File: src/rtl/min_select_seq_if.sv
`default_nettype none
// +----------------------------------------------------------------------+
// | min_select_seq_if : candidate/result handshake bundle for            |
// |                     min_select_seq (MIN_SELECT_SEQ_MASK_EN adds mask)|
// | Revision: 1.0                                                        |
// +----------------------------------------------------------------------+
interface min_select_seq_if #(
    parameter int WIDTH = 7,
    parameter int TAG_W = 7,
    parameter int CNT_W = 3
);
    logic             start;
    logic             in_valid;
    logic             in_ready;
    logic [WIDTH-1:0] in_ene;
    logic [TAG_W-1:0] in_tag;
    logic             in_last;
    logic             out_valid;
    logic             out_ready;
    logic [WIDTH-1:0] out_ene;
    logic [TAG_W-1:0] out_tag;
    logic [CNT_W-1:0] out_cnt;
    logic             busy;
`ifdef MIN_SELECT_SEQ_MASK_EN
    logic             in_mask;
    logic             out_none;
`endif

    // Requester side: issues start, supplies candidates, collects the result.
    modport master (
        output start,
        output in_valid,
        input  in_ready,
        output in_ene,
        output in_tag,
        output in_last,
`ifdef MIN_SELECT_SEQ_MASK_EN
        output in_mask,
        input  out_none,
`endif
        input  out_valid,
        output out_ready,
        input  out_ene,
        input  out_tag,
        input  out_cnt,
        input  busy
    );

    // Search engine side.
    modport slave (
        input  start,
        input  in_valid,
        output in_ready,
        input  in_ene,
        input  in_tag,
        input  in_last,
`ifdef MIN_SELECT_SEQ_MASK_EN
        input  in_mask,
        output out_none,
`endif
        output out_valid,
        input  out_ready,
        output out_ene,
        output out_tag,
        output out_cnt,
        output busy
    );
endinterface
`default_nettype wire

File: src/rtl/min_select_seq.sv
`default_nettype none
// +----------------------------------------------------------------------+
// | min_select_seq : sequential minimum-energy selector over up to N     |
// |                  tagged candidates. Option: MIN_SELECT_SEQ_MASK_EN   |
// | Revision: 1.0                                                        |
// +----------------------------------------------------------------------+
module min_select_seq #(
    parameter int WIDTH    = 7,
    parameter int TAG_W    = 7,
    parameter int N        = 4,
    parameter int TIE_LAST = 1
) (
    input  wire logic        m_clock,
    input  wire logic        p_reset,
    min_select_seq_if.slave  bus
);
    localparam int              c_cnt_w    = $clog2(N + 1);
    localparam logic [c_cnt_w-1:0] c_cnt_max = c_cnt_w'(N);
    localparam logic [WIDTH-1:0]   c_ene_max = {WIDTH{1'b1}};
    localparam logic               c_tie_last = (TIE_LAST != 0);

    typedef enum logic [1:0] {
        IDLE = 2'd0,
        ACC  = 2'd1,
        DONE = 2'd2
    } state_t;

    state_t             r_state;
    logic               r_in_ready;
    logic               r_out_valid;
    logic               r_busy;
    logic [WIDTH-1:0]   r_min;
    logic [TAG_W-1:0]   r_tag;
    logic [c_cnt_w-1:0] r_cnt;
    // Set until the first comparable candidate lands; doubles as "all masked".
    logic               r_none;

    logic               w_accept;
    logic               w_masked;
    logic               w_take;
    logic               w_end;
    logic [c_cnt_w-1:0] w_cnt_next;

`ifdef MIN_SELECT_SEQ_MASK_EN
    assign w_masked = bus.in_mask;
`else
    assign w_masked = 1'b0;
`endif

    // r_in_ready is only ever high in ACC, so this is the ACC-side handshake.
    assign w_accept   = bus.in_valid & r_in_ready;
    assign w_cnt_next = r_cnt + c_cnt_w'(1);
    assign w_end      = bus.in_last | (w_cnt_next == c_cnt_max);
    assign w_take     = w_accept & ~w_masked &
                        (r_none | (bus.in_ene < r_min) |
                         (c_tie_last & (bus.in_ene == r_min)));

    always_ff @(posedge m_clock or posedge p_reset) begin
        if (p_reset) begin
            r_state     <= IDLE;
            r_in_ready  <= 1'b0;
            r_out_valid <= 1'b0;
            r_busy      <= 1'b0;
            r_min       <= c_ene_max;
            r_tag       <= '0;
            r_cnt       <= '0;
            r_none      <= 1'b0;
        end else begin
            case (r_state)
                IDLE: begin
                    if (bus.start) begin
                        r_state    <= ACC;
                        r_in_ready <= 1'b1;
                        r_busy     <= 1'b1;
                        r_min      <= c_ene_max;
                        r_tag      <= '0;
                        r_cnt      <= '0;
                        r_none     <= 1'b1;
                    end
                end
                ACC: begin
                    if (w_accept) begin
                        r_cnt <= w_cnt_next;
                        if (w_take) begin
                            r_min  <= bus.in_ene;
                            r_tag  <= bus.in_tag;
                            r_none <= 1'b0;
                        end
                        if (w_end) begin
                            r_state     <= DONE;
                            r_in_ready  <= 1'b0;
                            r_out_valid <= 1'b1;
                        end
                    end
                end
                DONE: begin
                    if (bus.out_ready) begin
                        r_state     <= IDLE;
                        r_out_valid <= 1'b0;
                        r_busy      <= 1'b0;
                    end
                end
                default: begin
                    r_state     <= IDLE;
                    r_in_ready  <= 1'b0;
                    r_out_valid <= 1'b0;
                    r_busy      <= 1'b0;
                end
            endcase
        end
    end

    assign bus.in_ready  = r_in_ready;
    assign bus.out_valid = r_out_valid;
    assign bus.busy      = r_busy;
    assign bus.out_ene   = r_min;
    assign bus.out_tag   = r_tag;
    assign bus.out_cnt   = r_cnt;
`ifdef MIN_SELECT_SEQ_MASK_EN
    assign bus.out_none  = r_none;
`endif

endmodule
`default_nettype wire

File: src/flat_wrapper.sv
// flat-port wrapper written by rule: the top's interface ports become plain ports
module min_select_seq_flat 
#(
    parameter int WIDTH    = 7,
    parameter int TAG_W    = 7,
    parameter int N        = 4,
    parameter int TIE_LAST = 1
)
  (m_clock, p_reset, bus_start, bus_in_valid, bus_in_ready, bus_in_ene, bus_in_tag, bus_in_last, bus_out_valid, bus_out_ready, bus_out_ene, bus_out_tag, bus_out_cnt, bus_busy);
  min_select_seq_if #(.WIDTH(WIDTH), .TAG_W(TAG_W), .CNT_W(3)) bus_i ();
  input  wire logic m_clock;
  input  wire logic p_reset;
  input wire logic [$bits(bus_i.start)-1:0] bus_start;
  input wire logic [$bits(bus_i.in_valid)-1:0] bus_in_valid;
  output wire logic [$bits(bus_i.in_ready)-1:0] bus_in_ready;
  input wire logic [$bits(bus_i.in_ene)-1:0] bus_in_ene;
  input wire logic [$bits(bus_i.in_tag)-1:0] bus_in_tag;
  input wire logic [$bits(bus_i.in_last)-1:0] bus_in_last;
  output wire logic [$bits(bus_i.out_valid)-1:0] bus_out_valid;
  input wire logic [$bits(bus_i.out_ready)-1:0] bus_out_ready;
  output wire logic [$bits(bus_i.out_ene)-1:0] bus_out_ene;
  output wire logic [$bits(bus_i.out_tag)-1:0] bus_out_tag;
  output wire logic [$bits(bus_i.out_cnt)-1:0] bus_out_cnt;
  output wire logic [$bits(bus_i.busy)-1:0] bus_busy;
  assign bus_i.start = bus_start;
  assign bus_i.in_valid = bus_in_valid;
  assign bus_in_ready = bus_i.in_ready;
  assign bus_i.in_ene = bus_in_ene;
  assign bus_i.in_tag = bus_in_tag;
  assign bus_i.in_last = bus_in_last;
  assign bus_out_valid = bus_i.out_valid;
  assign bus_i.out_ready = bus_out_ready;
  assign bus_out_ene = bus_i.out_ene;
  assign bus_out_tag = bus_i.out_tag;
  assign bus_out_cnt = bus_i.out_cnt;
  assign bus_busy = bus_i.busy;
  min_select_seq #(.WIDTH(WIDTH), .TAG_W(TAG_W), .N(N), .TIE_LAST(TIE_LAST)) u_core (.m_clock(m_clock), .p_reset(p_reset), .bus(bus_i));
endmodule
File: config.mk
export PLATFORM = sky130hd
export DESIGN_NAME = min_select_seq_flat
export DESIGN_NICKNAME = d
export VERILOG_FILES = /design/src/rtl/min_select_seq_if.sv /design/src/rtl/min_select_seq.sv /design/src/flat_wrapper.sv
export SDC_FILE = /design/constraint.sdc
export NUM_CORES = 1
export LEC_CHECK = 0
export ABC_AREA = 1
export ABC_CLOCK_PERIOD_IN_PS = 2600
export BUFFER_PORTS_ARGS = -buffer_cell sky130_fd_sc_hd__buf_4
export CORE_MARGIN = 4
export CORE_UTILIZATION = 55
export DETAILED_ROUTE_END_ITERATION = 6
export GPL_TIMING_DRIVEN = 0
export PLACE_DENSITY = 0.94
export SETUP_SLACK_MARGIN = 0.5
export SLEW_MARGIN = 30
export SYNTH_ARGS = -nofsm -noshare
export SYNTH_HDL_FRONTEND = slang
export SYNTH_SLANG_ARGS = --single-unit
export TNS_END_PERCENT = 30
File: constraint.sdc
create_clock -name m_clock -period 2.6 [get_ports m_clock]
set_input_delay 0.13 -clock m_clock [delete_from_list [all_inputs] [get_ports m_clock]]
set_output_delay 0.13 -clock m_clock [all_outputs]
set_load 0.005 [all_outputs]
==> flow_summary.toml <==
[route]
drc_errors = 0
drt-initial-drc-count = 33
wirelength_mm = 3.13
via_per_inst = 5.22
via_count = 1259
drtPass1Iterations = 4
routedWlPerCell_um = 13.0
final_antenna_net_count = 0

[floorplan]
num_io_pins = 40
floorplan.initialDensity_pct = 59.3
die_w_um = 57.5
coreArea_mm2 = 0.00228
die-area_mm2 = 0.00331
chipHeight_um = 57.5
rows = 17

[clock_network]
post_cts_resized = 0
cts_buffers = 3
clockRootBuffer = "clkbuf_4"
hold_buffers = 0
post-cts-setup-buffer-count = 0
clkSinkCount = 23
htree_levels = 1
clock_path_buffers = 2
tritoncts = "done"
clk_latency_ns = 0.32
clk_pin_slew_worst_paths_ns = 0.13

[global_route]
grt_pass1_wl_mm = 5.40
grt_max_degree = 24
grt-ovfl-total = 0
grt_pass1_vias = 1294
antenna_found_initial = 0
track_usage_pct = 20.5

[cells_and_area]
drive_above_1_share_pct = 31.9
area_growth_pct = 26.3
fin_nets = 243
diodes = 0

[yosys]
synth_edf_count = 0
yosysMostFrequentCell = "nand2_1"
syn_avg_cell_area_um2 = 7.93
async_reset_ff_share_pct = 100
synth_seq_area_share_pct = 43.3
ys_seq_elements = 23
yosysTopAreaCell = "dfrtp_1"
synthTopCellsByArea = "dfrtp_1 (30%), nand2_1 (15%), dfstp_2 (14%), ha_1 (8.3%), nand3_1 (6.7%)"
synth_nets = 199
synth_area_mm2 = 0.00135
syn_inst = 170
yosysUniqueCellTypes = 22
yosys_most_used_dff = "dfrtp_1"
synth_top_area_share_pct = 29.7
yosys-top-cells-count = "nand2_1 (55), inv_1 (24), nand3_1 (18)"
ys_warn_count = 0

[sta]
holdWs_ns = -0.0322
tightest_slew_ns = 0.843
hold_viol = 16
setup-tns-final_ns = 0
finalSetupViolations = 0
timing.final.crit_share_pct = 74.4
rsz0062_at_grt = "false"
relSlewSlack_pct = 43.8
timing.fmax_mhz = 517
fin_worst_skew_ns = 0.00633
drv_slew = 0
fin_crit_ns = 1.93

[placed_design]
dpl.hpwl_mm = 2.43
port_buffers = 39
gp_congestion = 0.841

[worst_setup_path]
critPathTopFamily = "simple AND/OR/NAND/NOR gates"
cp-end-kind = "register"
required_ns = 2.82
startpoint_type = "register"
cp.arrival_ns = 2.15
crit_buf_inv = 3
critPathMaxFanout = 10
slowest_delay_ns = 0.56
worst-setup-path-type = "register to register"
critPathMostFrequentCell = "nand2_1"
path_cells = "inv_1 > ha_1 > nand2_1 > inv_1 > a21oi_1 > nand2_1 > nand2_1 > nand2_2 > nand2_4 > nand2_4 > buf_6 > nand2_1 > nand2_1"
slowest_stage = "dfstp_2"

[hold_path]
hold_path.class = "primary input to async pin"

[power_and_ir_drop]
vdd_ir_drop_max_mv = 0.785
p_leak_nw = 1.02
power_density_mw_per_mm2 = 1180

[run]
maxCapViolCount = 0

[outcome]
violations = "negative hold slack"
status = "complete, but fails checks"
==> stage by stage <==
stage	utilization, %	setup slack, ns	cells	instance area, µm²	power, W
after floorplan	-	0.858	170	1350	0.00142
final	74.9	0.665	241	1700	0.00202
after global routing	74.9	0.527	241	1700	0.00220
after global placement	73.7	0.749	237	1680	0.00177
after detailed placement	73.7	0.689	237	1680	0.00185
after CTS	74.9	0.664	241	1700	0.00202
==> report_power, final <==
part | total (W) | switching [W] | leakage (nW) | internal (W)
Clock | 0.000169 | 0.000112 | 0.0177 | 0.0000577
Sequential | 0.000683 | 0.000123 | 0.277 | 0.000560
Combinational | 0.00116 | 0.000662 | 0.722 | 0.000503
==> cells by family (layout without fill, tap and decap cells) <==
logic type / after synthesis / after routing / synth area share, %
simple gates: 98 / 98 / 33.4
buf+inv: 31 / 74 / 10.6
flops: 23 / 23 / 43.3
fa+ha+maj: 9 / 9 / 8.35
compound gates: 8 / 8 / 3.71
xor+xnor: 1 / 1 / 0.649
==> routing by layer <==
metal	up-vias	share of wire, %	track usage, %
met5	-	0	0
met4	0	1.4	7.95
met3	5	4.2	2.49
met2	30	55	40.0
met1	614	40	21.9
li1	610	-	-
==> registers in the layout, summed over array words and instances (netlist names) <==
name,cells
u_core.bus.out_ene,7
u_core.bus.out_tag,7
u_core.bus.out_cnt,3
u_core.r_state,2
u_core.bus.busy,1
u_core.bus.in_ready,1
u_core.bus.out_valid,1
u_core.r_none,1
==> path summary, 6_finish.rpt <==
check | start | to | slack (ns) | cells after the start
worst max-delay path | u_core.bus.out_ene[6] | u_core.bus.out_tag[2] | 0.67 | 13
worst min-delay path | p_reset | u_core.r_none | -0.03 | 2
worst max register to register | u_core.bus.out_ene[6] | u_core.bus.out_tag[2] | 0.67 | 13
worst min register to register | u_core.bus.out_ene[6] | u_core.bus.out_ene[6] | 0.48 | 2
max in group asynchronous | p_reset | u_core.bus.out_tag[5] | 2.11 | 2
min in group m_clock | bus_out_ready | u_core.r_state[1] | 0.08 | 3
==> final cells by class <==
class | count | area, µm²
fill | 157 | 572
timing repair buffer | 39 | 293
clock inverter | 1 | 5.00
sequential | 23 | 584
tap | 28 | 35.0
multi-input combinational | 116 | 622
inverter | 27 | 104
clock buffer | 3 | 22.5
buffer | 4 | 38.8
==> layout by cell type, fill, tap and decap left out <==
master / synthesis / routed
inv_1: 24 / 24
dfrtp_1: 16 / 16
nand3b_1: 1 / 1
nand2_1: 55 / 55
o31ai_1: 1 / 1
nand2_4: 2 / 2
nand2_2: 1 / 1
xor2_1: 1 / 1
inv_4: 1 / 1
a22o_1: 2 / 2
o21ai_0: 2 / 2
clkbuf_4: 0 / 3
ha_1: 9 / 9
buf_2: 1 / 1
dfstp_2: 7 / 7
nor2_4: 1 / 1
nand3_1: 18 / 18
buf_6: 3 / 3
or2_2: 6 / 6
buf_4: 0 / 39
nor2_8: 1 / 1
a21oi_1: 3 / 3
inv_2: 2 / 2
nor2_1: 13 / 13
clkinv_2: 0 / 1
No activity file was read; power rests on OpenSTA's default activity.
